### src/rtl/alu_pkg.sv
// rtl/alu_pkg.sv - shared ALU opcode constants, widths and request layout
package alu_pkg;

    localparam int DATA_W  = 32;
    localparam int OP_W    = 3;
    localparam int ENTRY_W = 2 * DATA_W + OP_W;

    localparam logic [OP_W-1:0] OP_ADD = 3'b000;
    localparam logic [OP_W-1:0] OP_SUB = 3'b001;
    localparam logic [OP_W-1:0] OP_AND = 3'b010;
    localparam logic [OP_W-1:0] OP_OR  = 3'b011;
    localparam logic [OP_W-1:0] OP_SRL = 3'b100;
    localparam logic [OP_W-1:0] OP_SRA = 3'b101;

    typedef struct packed {
        logic [DATA_W-1:0] a;
        logic [DATA_W-1:0] b;
        logic [OP_W-1:0]   op;
    } req_t;

    function automatic logic is_legal_op(input logic [OP_W-1:0] op);
        return (op <= OP_SRA);
    endfunction

endpackage

### src/rtl/alu.sv
// rtl/alu.sv - combinational 32-bit ALU
module alu
    import alu_pkg::*;
(
    input  logic [DATA_W-1:0] A,
    input  logic [DATA_W-1:0] B,
    input  logic [OP_W-1:0]   ALUOp,
    output logic [DATA_W-1:0] C
);

    logic big_shift;

    // Shift amount is the whole of B, so anything >= 32 saturates.
    assign big_shift = |B[DATA_W-1:5];

    always_comb begin
        C = '0;
        case (ALUOp)
            OP_ADD: C = A + B;
            OP_SUB: C = A - B;
            OP_AND: C = A & B;
            OP_OR:  C = A | B;
            OP_SRL: C = big_shift ? '0 : (A >> B[4:0]);
            OP_SRA: C = big_shift ? {DATA_W{A[DATA_W-1]}}
                                  : DATA_W'($signed(A) >>> B[4:0]);
            default: C = '0;
        endcase
    end

endmodule

### src/rtl/sync_fifo.sv
// rtl/sync_fifo.sv - single-clock FIFO with occupancy counter and sync clear
module sync_fifo #(
    parameter int WIDTH = 67,
    parameter int DEPTH = 4,
    parameter int CNT_W = 3
) (
    input  logic             clk,
    input  logic             reset_n,
    input  logic             clr,
    input  logic             push,
    input  logic             pop,
    input  logic [WIDTH-1:0] wdata,
    output logic [WIDTH-1:0] rdata,
    output logic [CNT_W-1:0] level,
    output logic             full,
    output logic             empty
);

    localparam int PTR_W = (DEPTH > 1) ? $clog2(DEPTH) : 1;

    logic [WIDTH-1:0] mem [DEPTH];
    logic [PTR_W-1:0] wr_ptr_q, wr_ptr_d;
    logic [PTR_W-1:0] rd_ptr_q, rd_ptr_d;
    logic [CNT_W-1:0] level_q, level_d;
    logic             do_push, do_pop;

    assign full    = (level_q == CNT_W'(DEPTH));
    assign empty   = (level_q == '0);
    assign level   = level_q;
    assign rdata   = mem[rd_ptr_q];
    assign do_push = push && !full;
    assign do_pop  = pop && !empty;

    // Pointers wrap naturally because DEPTH is a power of two.
    always_comb begin
        wr_ptr_d = wr_ptr_q + PTR_W'(do_push);
        rd_ptr_d = rd_ptr_q + PTR_W'(do_pop);
        level_d  = level_q;
        if (do_push && !do_pop) level_d = level_q + CNT_W'(1);
        if (!do_push && do_pop) level_d = level_q - CNT_W'(1);
        if (clr) begin
            wr_ptr_d = '0;
            rd_ptr_d = '0;
            level_d  = '0;
        end
    end

    always_ff @(posedge clk or negedge reset_n) begin
        if (!reset_n) begin
            wr_ptr_q <= '0;
            rd_ptr_q <= '0;
            level_q  <= '0;
        end else begin
            wr_ptr_q <= wr_ptr_d;
            rd_ptr_q <= rd_ptr_d;
            level_q  <= level_d;
        end
    end

    always_ff @(posedge clk) begin
        if (do_push && !clr) mem[wr_ptr_q] <= wdata;
    end

endmodule

### src/rtl/alu_issue_queue.sv
// rtl/alu_issue_queue.sv - request FIFO feeding an ALU with a registered result stage
module alu_issue_queue
    import alu_pkg::*;
#(
    parameter int DEPTH = 4,
    parameter int CNT_W = 3
) (
    input  logic              clk,
    input  logic              reset_n,
    input  logic              clr,
    input  logic              in_valid,
    output logic              in_ready,
    input  logic [DATA_W-1:0] in_a,
    input  logic [DATA_W-1:0] in_b,
    input  logic [OP_W-1:0]   in_op,
    output logic              out_valid,
    input  logic              out_ready,
    output logic [DATA_W-1:0] out_c,
    output logic [OP_W-1:0]   out_op,
    output logic              err_illegal,
    output logic [CNT_W-1:0]  level
);

    req_t              wr_req, head;
    logic [ENTRY_W-1:0] head_raw;
    logic              fifo_full, fifo_empty;
    logic              accept, push, pop;
    logic [DATA_W-1:0] alu_c;

    logic              out_valid_q, out_valid_d;
    logic [DATA_W-1:0] out_c_q, out_c_d;
    logic [OP_W-1:0]   out_op_q, out_op_d;
    logic              err_q, err_d;

    assign in_ready = !fifo_full;
    assign accept   = in_valid && in_ready && !clr;
    assign push     = accept && is_legal_op(in_op);
    assign pop      = !fifo_empty && (!out_valid_q || out_ready);
    assign wr_req   = '{a: in_a, b: in_b, op: in_op};
    assign head     = req_t'(head_raw);

    sync_fifo #(
        .WIDTH (ENTRY_W),
        .DEPTH (DEPTH),
        .CNT_W (CNT_W)
    ) u_fifo (
        .clk     (clk),
        .reset_n (reset_n),
        .clr     (clr),
        .push    (push),
        .pop     (pop),
        .wdata   (wr_req),
        .rdata   (head_raw),
        .level   (level),
        .full    (fifo_full),
        .empty   (fifo_empty)
    );

    alu u_alu (
        .A     (head.a),
        .B     (head.b),
        .ALUOp (head.op),
        .C     (alu_c)
    );

    always_comb begin
        out_valid_d = out_valid_q;
        out_c_d     = out_c_q;
        out_op_d    = out_op_q;
        err_d       = accept && !is_legal_op(in_op);
        if (clr) begin
            out_valid_d = 1'b0;
        end else if (pop) begin
            out_valid_d = 1'b1;
            out_c_d     = alu_c;
            out_op_d    = head.op;
        end else if (out_valid_q && out_ready) begin
            out_valid_d = 1'b0;
        end
    end

    always_ff @(posedge clk or negedge reset_n) begin
        if (!reset_n) begin
            out_valid_q <= 1'b0;
            out_c_q     <= '0;
            out_op_q    <= '0;
            err_q       <= 1'b0;
        end else begin
            out_valid_q <= out_valid_d;
            out_c_q     <= out_c_d;
            out_op_q    <= out_op_d;
            err_q       <= err_d;
        end
    end

    assign out_valid   = out_valid_q;
    assign out_c       = out_c_q;
    assign out_op      = out_op_q;
    assign err_illegal = err_q;

endmodule

### config.mk
export PLATFORM = sky130hd
export DESIGN_NAME = alu_issue_queue
export DESIGN_NICKNAME = d
export VERILOG_FILES = /design/src/rtl/alu_pkg.sv /design/src/rtl/alu.sv /design/src/rtl/sync_fifo.sv /design/src/rtl/alu_issue_queue.sv
export SDC_FILE = /design/constraint.sdc
export NUM_CORES = 1
export LEC_CHECK = 0
export CAP_MARGIN = 10
export CORE_MARGIN = 2
export CORE_UTILIZATION = 40
export DETAILED_ROUTE_END_ITERATION = 8
export SYNTH_ARGS = -nofsm -noshare
export SYNTH_HDL_FRONTEND = slang
export SYNTH_SLANG_ARGS = --single-unit
### constraint.sdc
create_clock -name clk -period 6.9 [get_ports clk]
set_clock_uncertainty 0.05 [all_clocks]
set_input_delay 1.725 -clock clk [delete_from_list [all_inputs] [get_ports clk]]
set_output_delay 1.725 -clock clk [all_outputs]
set_load 0.02 [all_outputs]
# Yosys cells after proc, flatten, opt, wreduce, memory -nomap -nowiden
# Memories as Yosys holds them, arrays and structs flattened.
# Index checks and enable logic that the tools add are counted.
totals:
  register_bits: 44
  mem_bits_rw: 268
  inputBits: 72
  out_inout_bits: 41
  wordCells: 64
  n_memories: 1
memory_table:
  columns: ["name", "words", "word_bits", "read_ports", "rd_clocked_by_memory_dff", "write_ports", "line_no", "text"]
  rows:
  - ["u_fifo.mem", 4, 67, 1, 0, 1, "sync_fifo.sv:21", "logic [WIDTH-1:0] mem [DEPTH];"]
classes:
  addsub: 6
  order_cmp: 1
  n_eq_ne: 6
  n_shift: 2
  muxes: 13
  bitwise_logic: 3
  reduce_logical: 25
op_table:
  columns: ["cell", "n"]
  rows:
  - ["$pmux W32 S6", 1]
  - ["$mux W32", 2]
  - ["$add A32 B32 Y32", 1]
  - ["$and A32 B32 Y32", 1]
  - ["$or A32 B32 Y32", 1]
  - ["$shr A32 B5 Y32", 1]
  - ["$sshr A32 B5 Y32", 1]
  - ["$sub A32 B32 Y32", 1]
  - ["$reduce_or A27 Y1", 1]
  - ["$logic_and A1 B1 Y1", 11]
  - ["$eq A3 B3 Y1 const B", 3]
  - ["$mux W3", 3]
  - ["$logic_not A1 Y1", 7]
  - ["$eq A3 B2 Y1 const B", 2]
  - ["$logic_not A3 Y1", 2]
  - ["$reduce_bool A3 Y1", 2]
  - ["$mux W1", 5]
  - ["$add A2 B1 Y2", 2]
  - ["$mux W2", 2]
  - ["$add A3 B1 Y3 const B", 1]
  - ["$eq A3 B1 Y1 const B", 1]
  - ["$le A3 B3 Y1 const B", 1]
  - ["$sub A3 B1 Y3 const B", 1]
  - ["$reduce_and A2 Y1", 1]
  - ["other kinds (2)", 2]

# Logic depth before layout (Yosys ltp)
# Gate-level depths: netlist of run 1.
logic_depth:
  ltp_word: 10
  mapped_depth: 23
  depth_no_buf: 16

# Hierarchy
# A second synthesis of run 1 with hierarchy kept.
hier_totals:
  hier_cells: 1229
  area_unflattened_um2: 16733.5
modules_own_cells:
  columns: ["mod", "instances", "cells_per_inst", "area_per_inst_um2", "seq_area_each_um2"]
  rows:
  - ["sync_fifo", 1, 412, 10213.5, 8222.9]
  - ["alu", 1, 730, 4956.0, 0.0]
  - ["alu_issue_queue", 1, 87, 1564.0, 925.9]

# Worst setup path before layout of run 1
# OpenSTA, ideal clock, no wires.
synth_timing:
  path_kind: "input -> register"
  start: "in clr"
  end: "mem u_fifo.mem[0][0], enable pin"
  setup_ps: 589
  t_arrival_ps: 7480
  required_ps: 6261
  slack_ps: -1220
  path_stages: 4
  path_buffers: 1
  cell_sequence: "clkbuf_1 > nand3b_1 > a21oi_1 > nor3b_1"
synth_between:
  elab_chain_len: 7
synth_lines:
  columns: ["item", "line_no", "text"]
  rows:
  - ["start: declaration", "alu_issue_queue.sv:10", "input logic clr,"]
  - ["$logic_not A1 Y1 (*)", "sync_fifo.sv:61, alu_issue_queue.sv:36", null]
  - ["$logic_and A1 B1 Y1", "alu_issue_queue.sv:36", "assign accept = in_valid && in_ready && !clr;"]
  - ["$logic_and A1 B1 Y1", "alu_issue_queue.sv:37", "assign push = accept && is_legal_op(in_op);"]
  - ["$logic_and A1 B1 Y1", "sync_fifo.sv:31", "assign do_push = push && !full;"]
  - ["$logic_and A1 B1 Y1 (*)", "sync_fifo.sv:61", "if (do_push && !clr) mem[wr_ptr_q] <= wdata;"]
  - ["$mux W1 (*)", "sync_fifo.sv:61", null]
  - ["$mux W1 (implied by the code) (*)", "sync_fifo.sv:61", null]
  - ["end: declaration", "sync_fifo.sv:21", null]
# Mark *: on every way between the ends. The rest lies on a longest branch, timed or not.

# Worst setup path in the final report of run 1
layout_timing:
  start: "reg u_fifo.rd_ptr_q[0]"
  end: "reg out_c_q[30], in the netlist out_c[30]"
layout_between:
  elab_chain_len: 4
  elab_cells_between_ends: 17
  cone_classes: "add/sub (2); eq/ne (5); shift (2); mux (3); bitwise (2); reduce/logical (2); memory (1)"
layout_lines:
  columns: ["item", "line_no", "text"]
  rows:
  - ["start: declaration", "sync_fifo.sv:23", "logic [PTR_W-1:0] rd_ptr_q, rd_ptr_d;"]
  - ["start signal: assignment", "sync_fifo.sv:55", "rd_ptr_q <= rd_ptr_d;"]
  - ["$mem_v2 Z4 W67 (*)", null, null]
  - ["branches (longest 2 deep; another with $sub A32 B32 Y32)", null, null]
  - ["$pmux W32 S6 (*)", "alu.sv:18", "case (ALUOp)"]
  - ["end signal: assignment", "alu_issue_queue.sv:90", "out_c_q <= out_c_d;"]
  - ["end: declaration", "alu_issue_queue.sv:31", "logic [DATA_W-1:0] out_c_q, out_c_d;"]
# Mark *: on every way between the ends.
# A chain may end at the register's enable or synchronous reset.

==> results.ini, run 1 <==
[status]
status=complete, no violations

[yosys]
synth_mux_area_share_pct=15.0
yosys.area.top_type=edfxtp_1
avgSynthCellArea_um2=12.8
synth-adder-area-share_pct=4.65
synth_ff_type=edfxtp_1
yosysWarnings=0
synth_compound_area_share_pct=12.0
synth_seq_cells=312
synth_cell_types=76
synth_cells=1308
synth_xor_area_share_pct=2.71
synthTopCellsByArea=edfxtp_1 48%, mux4_2 9.3%, dfrtp_1 6.6%
yosysSeqAreaShare_pct=54.5
synth_nets=1418
synth_top_family_by_area=multiplexers
synthArstFlopShare_pct=14.1
synth_area_mm2=0.0168
synth-simple-area-share_pct=8.67
synth_edf_count=268
netlist.area_leader.share_pct=48.0

[timing]
fin_tns_setup_ns=0
drv_slew=0
relSlewSlack_pct=41.7
rsz0062_at_grt=false
fin_crit_sh_pct=88.1
fmax_ghz=0.165
worst_slew_pin_slew_ns=0.867
hold_viol=0
period_minus_slack_ns=6.08
setup_viol=0

[worst_setup_path]
crit_arrival_ns=6.48
worstPathMaxFanout=32
worstSetupStartpointType=flop
endpoint_kind=flop
critical_path_class=reg -> reg
worstPathRequired_ns=7.30

[placed_design]
dp_cells=1922
dpl_cell_area_mm2=0.0186
gp_congestion=0.962
io_buffers=112
hpwl_um=34900

[run]
maxCapViolations=0

[routing]
drc=0
viasPerCell=5.96
wire_per_inst_um=24.7
drt_first_pass_iters=6
drtAntennaViolNets=0
drtIter0Drc=1319
vias=11806
wl_um=48900

[floorplan]
die-area_mm2=0.0436
design.core.area_mm2=0.0417
initial_utilization_pct=40.3
die_w_um=209
num_io_pins=113
core.rowCount=75
die_y_um=209

[global_route]
grt_use_met1_pct=31.7
grt_most_used_layer=met2
gr-usage-met2_pct=35.5
grt_pass1_wl_um=74000
first_global_vias=11714
grt_overflow=0
grtUsageTotal_pct=22.6
met3_usage_pct=3.98
antenna_found_initial=0
grt_start_max_net_pins=68

[layout]
diodes=0
final_cell_mix=268 x edfxtp_1, 111 x clkdlybuf4s50_1, 96 x nand2_1, 95 x nor2_1
final_nets=1530
layout-drive-gt1-share_pct=15.1
final_util_pct=47.2
syn_to_final_growth_pct=17.2
final_common_cell=edfxtp_1
design_area_mm2=0.0197
final_cells=1981

[clocking]
clock-sinks=312
cts_hold_buffers=0
postCtsSetupBuffers=0
cts_root_buf=clkbuf_16
cts_tree=yes
clock_latency_ns=0.54
htree_levels=2
clk_pin_slew_worst_paths_ns=0.06
numCtsBuffers=35
cts_max_path_buffers=3
ctsResizeCount=0

[min_path]
hold_class=reg -> reg

[power_and_ir_drop]
p_leak_uw=0.00674
powerDensity_mw_per_mm2=479
p_total_uw=9430
vdd_drop_max_uv=209

[area by class of cell]
type / count / area [um^2]
inverters: 19 / 71.3
repair buffers: 150 / 1410
fillers: 3747 / 22000
flip-flops and latches: 312 / 9160
clock buffers: 46 / 970
well taps: 539 / 674
multi-input cells: 902 / 7270
clock inverters: 13 / 106
[per-layer routing]
metal	vias to the layer above	share of wire, %
met4	0	2.9
met2	442	46
li1	5351	-
met5	-	0
met1	5929	44
met3	84	6.4
[final timing paths]
check,start,end,slack [ns],cells past startpoint
min in group asynchronous,reset_n,out_c[12],1.26,2
min,out_op[1],out_op[1],0.43,2
min reg2reg,out_op[1],out_op[1],0.43,2
max,u_fifo.rd_ptr_q[0],out_c[30],0.82,17
max in group asynchronous,reset_n,u_fifo.rd_ptr_q[0],5.05,2
max reg2reg,u_fifo.rd_ptr_q[0],out_c[30],0.82,17
[sequential cells by signal, summed over array words and instances, names as in the netlist]
signal / flops
err_illegal: 1
u_fifo.mem: 268
u_fifo.rd_ptr_q: 2
out_op: 3
out_c: 32
u_fifo.wr_ptr_q: 2
out_valid: 1
u_fifo.level: 3
[report_power, final]
part           switching, uW  internal (uW)  leakage (uW)  total, uW
logic                   3160           2110       0.00325       5270
clock network            730           1030      0.000520       1760
registers                184           2210       0.00297       2400
[worst max-delay path, stage by stage, from the launching register on]
cell       delay (ns)
dfrtp_4          0.90
mux4_2           0.79
nor2_1           0.39
nand3_1          0.36
or3_1            0.49
o31ai_1          0.28
xor2_1           0.19
ha_1             0.29
a21o_1           0.20
nand2b_1         0.14
a2111oi_0        0.51
buf_4            0.23
o32ai_1          0.15
a2111oi_0        0.44
buf_4            0.19
o41a_1           0.16
nand4b_1         0.10
o211ai_1         0.11
[synthesized netlist by cell type (4+ instances only)]
cell type  count
a211oi_1      16
a21o_1        10
a21oi_1       73
a221oi_1       7
a22oi_1        8
a31oi_1       24
and3_1         9
buf_1          9
buf_2         23
buf_4          5
clkbuf_1      37
dfrtp_1       44
edfxtp_1     268
ha_1          36
inv_1         18
maj3_1        29
mux2_2        39
mux2i_1       53
mux4_2        69
nand2_1       96
nand2b_1      12
nand3_1       14
nand3b_1       4
nand4_1        4
nor2_1        98
nor2b_1        8
nor3_1        23
o2111ai_1      4
o211ai_1      18
o21a_1         9
o21ai_0       73
o21ai_1        8
o21bai_1       4
o22ai_1        6
o31a_1         4
o31ai_1       11
or2_2          9
or3_1         13
xnor2_1       23
xor2_1        29
[per-stage QoR]
stage	hold WS (ns)	worst slack, ns
2_1_floorplan	0.519	0.968
3_3_place_gp	0.416	0.908
3_5_place_dp	0.423	0.855
4_1_cts	0.436	0.789
5_1_grt	0.478	0.496
6_report	0.432	0.822
[kinds of logic (layout without fill, tap and decap cells)]
group,after synthesis,in the layout
xor gates and xnor gates,52,52
AOI/OAI and AO/OA,313,313
muxes,161,161
and+or+nand+nor,309,309
DFF,312,312
buffers and inverters,94,228
adders and majority gates,67,67
Power figures use the tool's default switching activity.
==> run 2, diff against run 1 <==
- GPL_TIMING_DRIVEN: unset -> 0
==> results.ini, run 2 (synthesis gave the netlist of run 1 again) <==
[routing]
wl_um=56700
drtAntennaViolNets=0
viasPerCell=6.06
drt_first_pass_iters=5
drc=0
drtIter0Drc=1159
vias=12290
wire_per_inst_um=28.0

[min_path]
min_to=out_op[2]
hold_class=reg -> reg
holdCritStartpoint=out_op[2]
holdPathStages=2

[global_route]
grt_most_used_layer=met2
grt_start_max_net_pins=50
first_global_vias=12288
grtUsageTotal_pct=26.3
gr-usage-met2_pct=41.4
grt_use_met1_pct=36.8
grt_pass1_wl_um=83900
met3_usage_pct=4.39
grt_overflow=0
antenna_found_initial=1

[worst_setup_path]
r2r_end=out_c[25]
cp_common_cell=buf_4
rrSetupSlack_ns=0.25
worstSetupStartpointType=flop
worstPathMaxFanout=11
worst-path-buf-inv=8
r2r-start=u_fifo.rd_ptr_q[1]
crit_path_top_delay_cell=or3_1
critical_path_class=reg -> reg
endpoint_kind=flop
worstPathRequired_ns=7.28
reg2reg_depth=23
crit_arrival_ns=7.03
cp_top_family=buffers and inverters
crit_chain=clkbuf_4 -> buf_4 -> buf_4 -> buf_6 -> mux4_2 -> buf_2 -> inv_1 -> buf_4 -> ha_1 -> nand3_2 -> or3_1 -> o21ai_0 -> xor2_1 -> ha_1 -> clkbuf_1 -> a211oi_1 -> nor2_1 -> o22a_1 -> a221o_1 -> or3_1 -> a31oi_1 -> xnor2_1 -> a221o_1
cp_slowest_stage_delay_ns=0.53

[floorplan]
die_w_um=209
initial_utilization_pct=40.3
die-area_mm2=0.0436
die_y_um=209
num_io_pins=113
design.core.area_mm2=0.0417
core.rowCount=75

[layout]
final_common_cell=edfxtp_1
syn_to_final_growth_pct=19.1
top_register=u_fifo.mem
final.fill_count=3749
layout-drive-gt1-share_pct=15.4
final_cell_mix=268 x edfxtp_1, 111 x clkdlybuf4s50_1, 96 x nand2_1, 93 x nor2_1, 72 x o21ai_0
largest_register_ffs=268
final_cells=2028
design_area_mm2=0.0200
final_nets=1573

[clocking]
clock_latency_ns=0.55
cts_tree=yes
cts_root_buf=clkbuf_16
clk_pin_slew_worst_paths_ns=0.06
clock-sinks=312
numCtsBuffers=34
postCtsSetupBuffers=0
cts_max_path_buffers=3
cts_hold_buffers=0
htree_levels=2

[timing]
drv_slew=0
fmax_ghz=0.150
holdWs_ns=0.425
hold_viol=0
setup_viol=0
fin_crit_sh_pct=96.4
worst_slew_pin_slew_ns=1.23
period_minus_slack_ns=6.65
relSlewSlack_pct=17.2

[run]
maxCapViolations=0

[placed_design]
io_buffers=112
hpwl_um=43600
dpl_cell_area_mm2=0.0188
dp_cells=1970
gp_congestion=1.03

[power_and_ir_drop]
p_leak_uw=0.00684
vdd_drop_max_uv=200
powerDensity_mw_per_mm2=493

[status]
status=complete, no violations

run 2: area by class of cell:
type	instances	area, um^2	share of cell area, %
Multi-Input combinational cell	902	7340	36.7
Clock buffer	46	938	4.70
Timing Repair Buffer	123	1330	6.66
Buffer	71	357	1.78
Tap cell	539	674	3.37
Sequential cell	312	9150	45.8
Antenna cell	1	2.50	0.0125
Clock inverter	15	123	0.613
Inverter	19	73.8	0.369
run 2: metal layers:
| metal | vias to the layer above | routed length (um) | part of all wire [%] |
|---|---|---|---|
| met5 | - | 0 | 0 |
| met3 | 104 | 3920 | 6.9 |
| li1 | 5454 | - | - |
| met2 | 516 | 25900 | 46 |
| met4 | 0 | 2010 | 3.5 |
| met1 | 6216 | 24800 | 44 |
run 2: how the worst max path moves through the flow:
stage | endpoint | start | cells after the start
after floorplan | u_fifo.mem[1][0] | clr | 5
after global placement | u_fifo.mem[1][32] | clr | 6
after detailed placement | out_c[30] | u_fifo.rd_ptr_q[1] | 21
after CTS | out_c[25] | u_fifo.rd_ptr_q[1] | 22
after global routing | out_c[25] | u_fifo.rd_ptr_q[1] | 23
final | out_c[25] | u_fifo.rd_ptr_q[1] | 23
run 2: tightest hold or removal path: cells and delay by family (launching register included):
kind / cells / cell delay, ns
flip-flops: 1 / 0.34
AND/OR/NAND/NOR: 2 / 0.10
run 2: where the power goes:
part	internal, uW	total, uW	switching [uW]	leakage (uW)
registers	2210	2310	103	0.00298
logic	2160	5790	3630	0.00334
clock network	1000	1740	740	0.000522
run 2: stage by stage:
step	setup slack (ns)	utilization, %	power [uW]	setup TNS (ns)
after floorplan	0.968	-	6000	0
after global placement	-2.30	44.6	7930	-457.93
after detailed placement	-1.89	45.2	7910	-29.68
after CTS	0.0126	47.9	9780	0
after global routing	-0.00136	48.0	10400	-0.00136
final	0.248	48.0	9850	0
run 2: what timing repair did:
item                                    in CTS  in global routing
endpoints found under the hold margin        0                  0
endpoints found under the setup margin      29                 18
resized for setup                           29                  9
pin swaps                                    0                  1
